==> src/rtl/rearrng_wr_ctrl_pkg.sv <==
// rtl/rearrng_wr_ctrl_pkg.sv - shared FSM encoding and bank constants for the rearrange write controller
package rearrng_wr_ctrl_pkg;

    typedef enum logic {
        FILL = 1'b0,
        WAIT = 1'b1
    } wr_state_e;

    localparam logic PING = 1'b0;
    localparam logic PONG = 1'b1;

    function automatic logic [1:0] bank_sel(input logic bank);
        return (bank == PONG) ? 2'b10 : 2'b01;
    endfunction

endpackage

==> src/rtl/rearrng_addr_gen.sv <==
// rtl/rearrng_addr_gen.sv - row/col beat counters with transposed (column-major) write address
module rearrng_addr_gen
    import rearrng_wr_ctrl_pkg::*;
#(
    parameter int NUM_ROWS = 8,
    parameter int ROW_LEN  = 8,
    parameter int ADDRW    = 6
) (
    input  logic             clk,
    input  logic             resetn,
    input  logic             adv,
    output logic [ADDRW-1:0] addr,
    output logic             last
);

    localparam int RW = (NUM_ROWS > 1) ? $clog2(NUM_ROWS) : 1;
    localparam int CW = (ROW_LEN > 1) ? $clog2(ROW_LEN) : 1;

    logic [RW-1:0] row;
    logic [CW-1:0] col;
    logic          row_end;
    logic          col_end;

    assign row_end = (row == RW'(NUM_ROWS - 1));
    assign col_end = (col == CW'(ROW_LEN - 1));
    assign last    = row_end & col_end;

    // Transpose so the reader can scan the bank linearly column by column.
    assign addr = ADDRW'(col) * ADDRW'(NUM_ROWS) + ADDRW'(row);

    always_ff @(posedge clk or negedge resetn) begin
        if (!resetn) begin
            row <= '0;
            col <= '0;
        end else if (adv) begin
            if (col_end) begin
                col <= '0;
                row <= row_end ? '0 : row + 1'b1;
            end else begin
                col <= col + 1'b1;
            end
        end
    end

endmodule

==> src/rtl/rearrng_wr_ctrl.sv <==
// rtl/rearrng_wr_ctrl.sv - ping-pong bank write controller transposing a row-major sample stream
module rearrng_wr_ctrl
    import rearrng_wr_ctrl_pkg::*;
#(
    parameter int DATA_WIDTH = 32,
    parameter int NUM_ROWS   = 8,
    parameter int ROW_LEN    = 8,
    parameter int ADDRW      = 6
) (
    input  logic                  clk,
    input  logic                  resetn,
    input  logic [DATA_WIDTH-1:0] s_axis_tdata,
    input  logic                  s_axis_tvalid,
    output logic                  s_axis_tready,
    input  logic                  s_axis_tlast,
    output logic [1:0]            ram_ena,
    output logic                  ram_wea,
    output logic [ADDRW-1:0]      ram_addra,
    output logic [DATA_WIDTH-1:0] ram_dia,
    output logic [1:0]            bank_full,
    input  logic [1:0]            rd_release,
    output logic                  err_tlast
);

    wr_state_e        state;
    wr_state_e        state_next;
    logic             wr_bank;
    logic             wr_bank_next;
    logic             pend;
    logic             beat;
    logic             last;
    logic             final_beat;
    logic             beat_bank;
    logic             tgt_bank_next;
    logic [1:0]       set_mask;
    logic [1:0]       clr_mask;
    logic [1:0]       full_next;
    logic [ADDRW-1:0] addr;

    rearrng_addr_gen #(
        .NUM_ROWS (NUM_ROWS),
        .ROW_LEN  (ROW_LEN),
        .ADDRW    (ADDRW)
    ) u_addr_gen (
        .clk    (clk),
        .resetn (resetn),
        .adv    (beat),
        .addr   (addr),
        .last   (last)
    );

    assign beat       = s_axis_tvalid & s_axis_tready;
    assign final_beat = beat & last;
    // A beat taken while the finished bank is still being flagged belongs to the other bank.
    assign beat_bank  = pend ? ~wr_bank : wr_bank;

    always_comb begin
        set_mask      = pend ? bank_sel(wr_bank) : 2'b00;
        clr_mask      = rd_release & ~set_mask;
        full_next     = (bank_full & ~clr_mask) | set_mask;
        wr_bank_next  = pend ? ~wr_bank : wr_bank;
        tgt_bank_next = final_beat ? ~wr_bank_next : wr_bank_next;
        state_next    = state;
        case (state)
            FILL:    if (full_next[tgt_bank_next])  state_next = WAIT;
            WAIT:    if (!full_next[tgt_bank_next]) state_next = FILL;
            default: state_next = FILL;
        endcase
    end

    always_ff @(posedge clk or negedge resetn) begin
        if (!resetn) begin
            state         <= FILL;
            s_axis_tready <= 1'b0;
            wr_bank       <= PING;
            bank_full     <= 2'b00;
            pend          <= 1'b0;
            err_tlast     <= 1'b0;
        end else begin
            state         <= state_next;
            s_axis_tready <= (state_next == FILL);
            wr_bank       <= wr_bank_next;
            bank_full     <= full_next;
            pend          <= final_beat;
            if (beat && (s_axis_tlast != last)) begin
                err_tlast <= 1'b1;
            end
        end
    end

    always_ff @(posedge clk or negedge resetn) begin
        if (!resetn) begin
            ram_ena   <= 2'b00;
            ram_wea   <= 1'b0;
            ram_addra <= '0;
            ram_dia   <= '0;
        end else if (beat) begin
            ram_ena   <= bank_sel(beat_bank);
            ram_wea   <= 1'b1;
            ram_addra <= addr;
            ram_dia   <= s_axis_tdata;
        end else begin
            ram_ena   <= 2'b00;
            ram_wea   <= 1'b0;
        end
    end

endmodule

==> config.mk <==
export PLATFORM = sky130hd
export DESIGN_NAME = rearrng_wr_ctrl
export DESIGN_NICKNAME = d
export VERILOG_FILES = /design/src/rtl/rearrng_wr_ctrl_pkg.sv /design/src/rtl/rearrng_addr_gen.sv /design/src/rtl/rearrng_wr_ctrl.sv
export SDC_FILE = /design/constraint.sdc
export NUM_CORES = 1
export LEC_CHECK = 0
export BUFFER_PORTS_ARGS = -buffer_cell sky130_fd_sc_hd__buf_2
export CAP_MARGIN = 20
export CORE_UTILIZATION = 52
export CTS_CLUSTER_SIZE = 40
export DETAILED_ROUTE_END_ITERATION = 12
export PLACE_DENSITY = 0.85
export SLEW_MARGIN = 30
export SYNTH_ARGS = -nofsm -noshare
export SYNTH_HDL_FRONTEND = slang
export SYNTH_SLANG_ARGS = --single-unit
==> constraint.sdc <==
create_clock -name clk -period 3.7 [get_ports clk]
set_input_delay 0.74 -clock clk [delete_from_list [all_inputs] [get_ports clk]]
set_output_delay 0.74 -clock clk [all_outputs]
set_load 0.05 [all_outputs]
==> impl_metrics.ini <==
[logic_synthesis]
ys_seq_elements = 53
synth_flop_cell = dfrtp_1
syn_area_mm2 = 0.00218
synth_nets = 171
synth_edf_count = 0
async_flop_share_pct = 100
synth.avg_cell_area_um2 = 17.2
synthCells = 127
synth_cell_types = 15
synth_seq_area_share_pct = 60.8
yosys_warnings = 0

[run]
drv_cap = 0

[worst_setup_path]
start_kind = flip-flop
r2r_cells = 2
path_max_fanout = 4
r2r-end = ram_dia[1]
path_class = reg2out
slowest_delay_ns = 0.45
crit_required_ns = 2.96
cpLargestDelayFamily = flip-flops
cp.depth = 1
path_cells = buf_2
cp-end-kind = output port
rr_startpoint = s_axis_tready
slowest_stage = dfrtp_1
path_buf_inv = 1
startpoint = s_axis_tready
critPathArrivalTime_ns = 1.05
reg2reg_slack_ns = 2.13

[global_route]
antenna_found_initial = 0
overflow = 0
grt_first_pass_wirelength_um = 5670
grt_pass1_vias = 1263
grt_max_degree = 46
grt_use_total_pct = 17.8

[placement]
place.gp.congestion = 0.650
numPortBuffers = 82
post-place-ws_ns = 1.71
dp_hpwl_um = 2530

[clocking]
cts_tree = built
cts_buffers = 5
clock_path_buffers = 2
clkSinkCount = 53
cts_setup_buffers = 0
clkTransAtPathRegs_ns = 0.09
ctsHoldBuffers = 0
ctsHtreeMaxLevel = 2
cts_resized = 0
clock_latency_ns = 0.30
cts_root_buf = clkbuf_8

[sta]
hold_violations = 0
period_minus_slack_ns = 1.79
fmax_mhz = 559
tns_ns = 0
timing.final.ws_setup_ns = 1.91
fin_crit_sh_pct = 48.4
relSlewSlack_pct = 43.8
worst-slew-pin-transition_ns = 0.842
rsz0062_at_grt = no
fin_hold_ws_ns = 0.467
clock_skew_ns = 0.00522
setup_viol = 0
maxSlewViolCount = 0

[route]
first_pass_iters = 2
drt-total-wl_um = 3600
via_per_inst = 4.87
vias = 1285
avgRoutedWirePerCell_um = 13.6
antenna_left = 0
dr.first_iter.drc_count = 60
drcViolationCount = 0

[finish]
areaGrowthSynthToFinish_pct = 23.7
fill_cells = 290
drive_above_1_share_pct = 62.1
postLayoutCoreUtil_pct = 67.0
diodes = 0
nets = 257

[run_status]
status = finished clean

[worst_hold_path]
hold_class = reg2reg
hp-start = err_tlast
whs_path_depth = 1
min_to = err_tlast

[power]
leakagePower_uw = 0.00148
max-vdd-ir-drop_mv = 0.345
pwr_density_cell_mw_per_mm2 = 593

[floorplanning]
die_x_um = 66.8
num_io_pins = 83
die_area_mm2 = 0.00446
coreArea_mm2 = 0.00403
fp-row-count = 23
start_util_pct = 54.2
die_y_um = 66.8
[through the flow]
| step | cell area (um2) | instances | power, uW |
|---|---|---|---|
| CTS | 2700 | 264 | 1620 |
| detailed placement | 2620 | 256 | 1310 |
| global placement | 2620 | 256 | 1290 |
| finish | 2700 | 264 | 1600 |
| floorplan | 2180 | 127 | 1170 |
| global route | 2700 | 264 | 1680 |
[synth_stat cells, types with 2 or more instances]
| master | number | share of area, % |
|---|---|---|
| a21o_1 | 5 | 1.7 |
| buf_6 | 4 | 2.1 |
| dfrtp_1 | 53 | 61 |
| ha_1 | 6 | 3.4 |
| inv_1 | 6 | 1.0 |
| mux2_2 | 7 | 3.6 |
| mux2_4 | 35 | 24 |
| nor2_1 | 2 | 0.34 |
| nor3_1 | 2 | 0.46 |
| xnor2_1 | 2 | 0.80 |
[per-layer routing]
layer	GRT usage, %	part of all wire, %	up-vias
met5	0	0	-
met4	6.38	1.3	0
met3	7.53	8.4	6
met2	27.3	45	56
met1	22.3	45	616
li1	-	-	607
[report_power, final]
| part | internal [uW] | total, uW | switching, uW |
|---|---|---|---|
| logic | 202 | 555 | 353 |
| registers | 678 | 739 | 61.1 |
| clock network | 131 | 308 | 177 |
| total | 1010 | 1600 | 591 |
[cell usage in the layout, fill, tap and decap left out, drive strengths merged]
| cell type | synthesis | layout |
|---|---|---|
| nand3 | 1 | 1 |
| xnor2 | 2 | 2 |
| dfrtp | 53 | 53 |
| clkinv | 0 | 2 |
| buf | 4 | 83 |
| nand4 | 1 | 1 |
| nor2 | 2 | 2 |
| a21o | 5 | 5 |
| nand2 | 2 | 2 |
| clkbuf | 0 | 6 |
| mux2i | 1 | 1 |
| ha | 6 | 6 |
| nor3 | 2 | 2 |
| inv | 6 | 6 |
| mux2 | 42 | 42 |
[cell type report]
type | count | area, um2 | area share, %
timing repair buffer | 83 | 418 | 15.5
clock buffer | 6 | 72.6 | 2.69
multi-input combinational | 64 | 788 | 29.2
tap | 50 | 62.6 | 2.32
inverter | 6 | 22.5 | 0.834
sequential | 53 | 1330 | 49.1
clock inverter | 2 | 10.0 | 0.371
[sequential cells by signal, summed over array words and instances, names as in the netlist]
register and count:
bank_full 2, err_tlast 1, pend 1, ram_addra 6, ram_dia 32, ram_ena 2, ram_wea 1, s_axis_tready 1
u_addr_gen.col 3, u_addr_gen.row 3, wr_bank 1
[worst max-delay path by stage]
stage / end / slack [ns]
2_1_floorplan: ram_addra[5] / 2.25
5_1_grt: s_axis_tready / 1.85
6_report: s_axis_tready / 1.91
4_1_cts: s_axis_tready / 1.90
3_5_place_dp: ram_dia[1] / 1.71
3_3_place_gp: ram_dia[0] / 1.72
[cells by family after synthesis]
kind of cell	Yosys count	share of synthesized area [%]
flops	53	60.8
mux	43	28.2
buf+inv	10	3.10
simple gates	8	2.01
fa+ha+maj	6	3.44
compound gates	5	1.72
xor+xnor	2	0.803
Note: power is estimated with default switching activity, not from simulation.
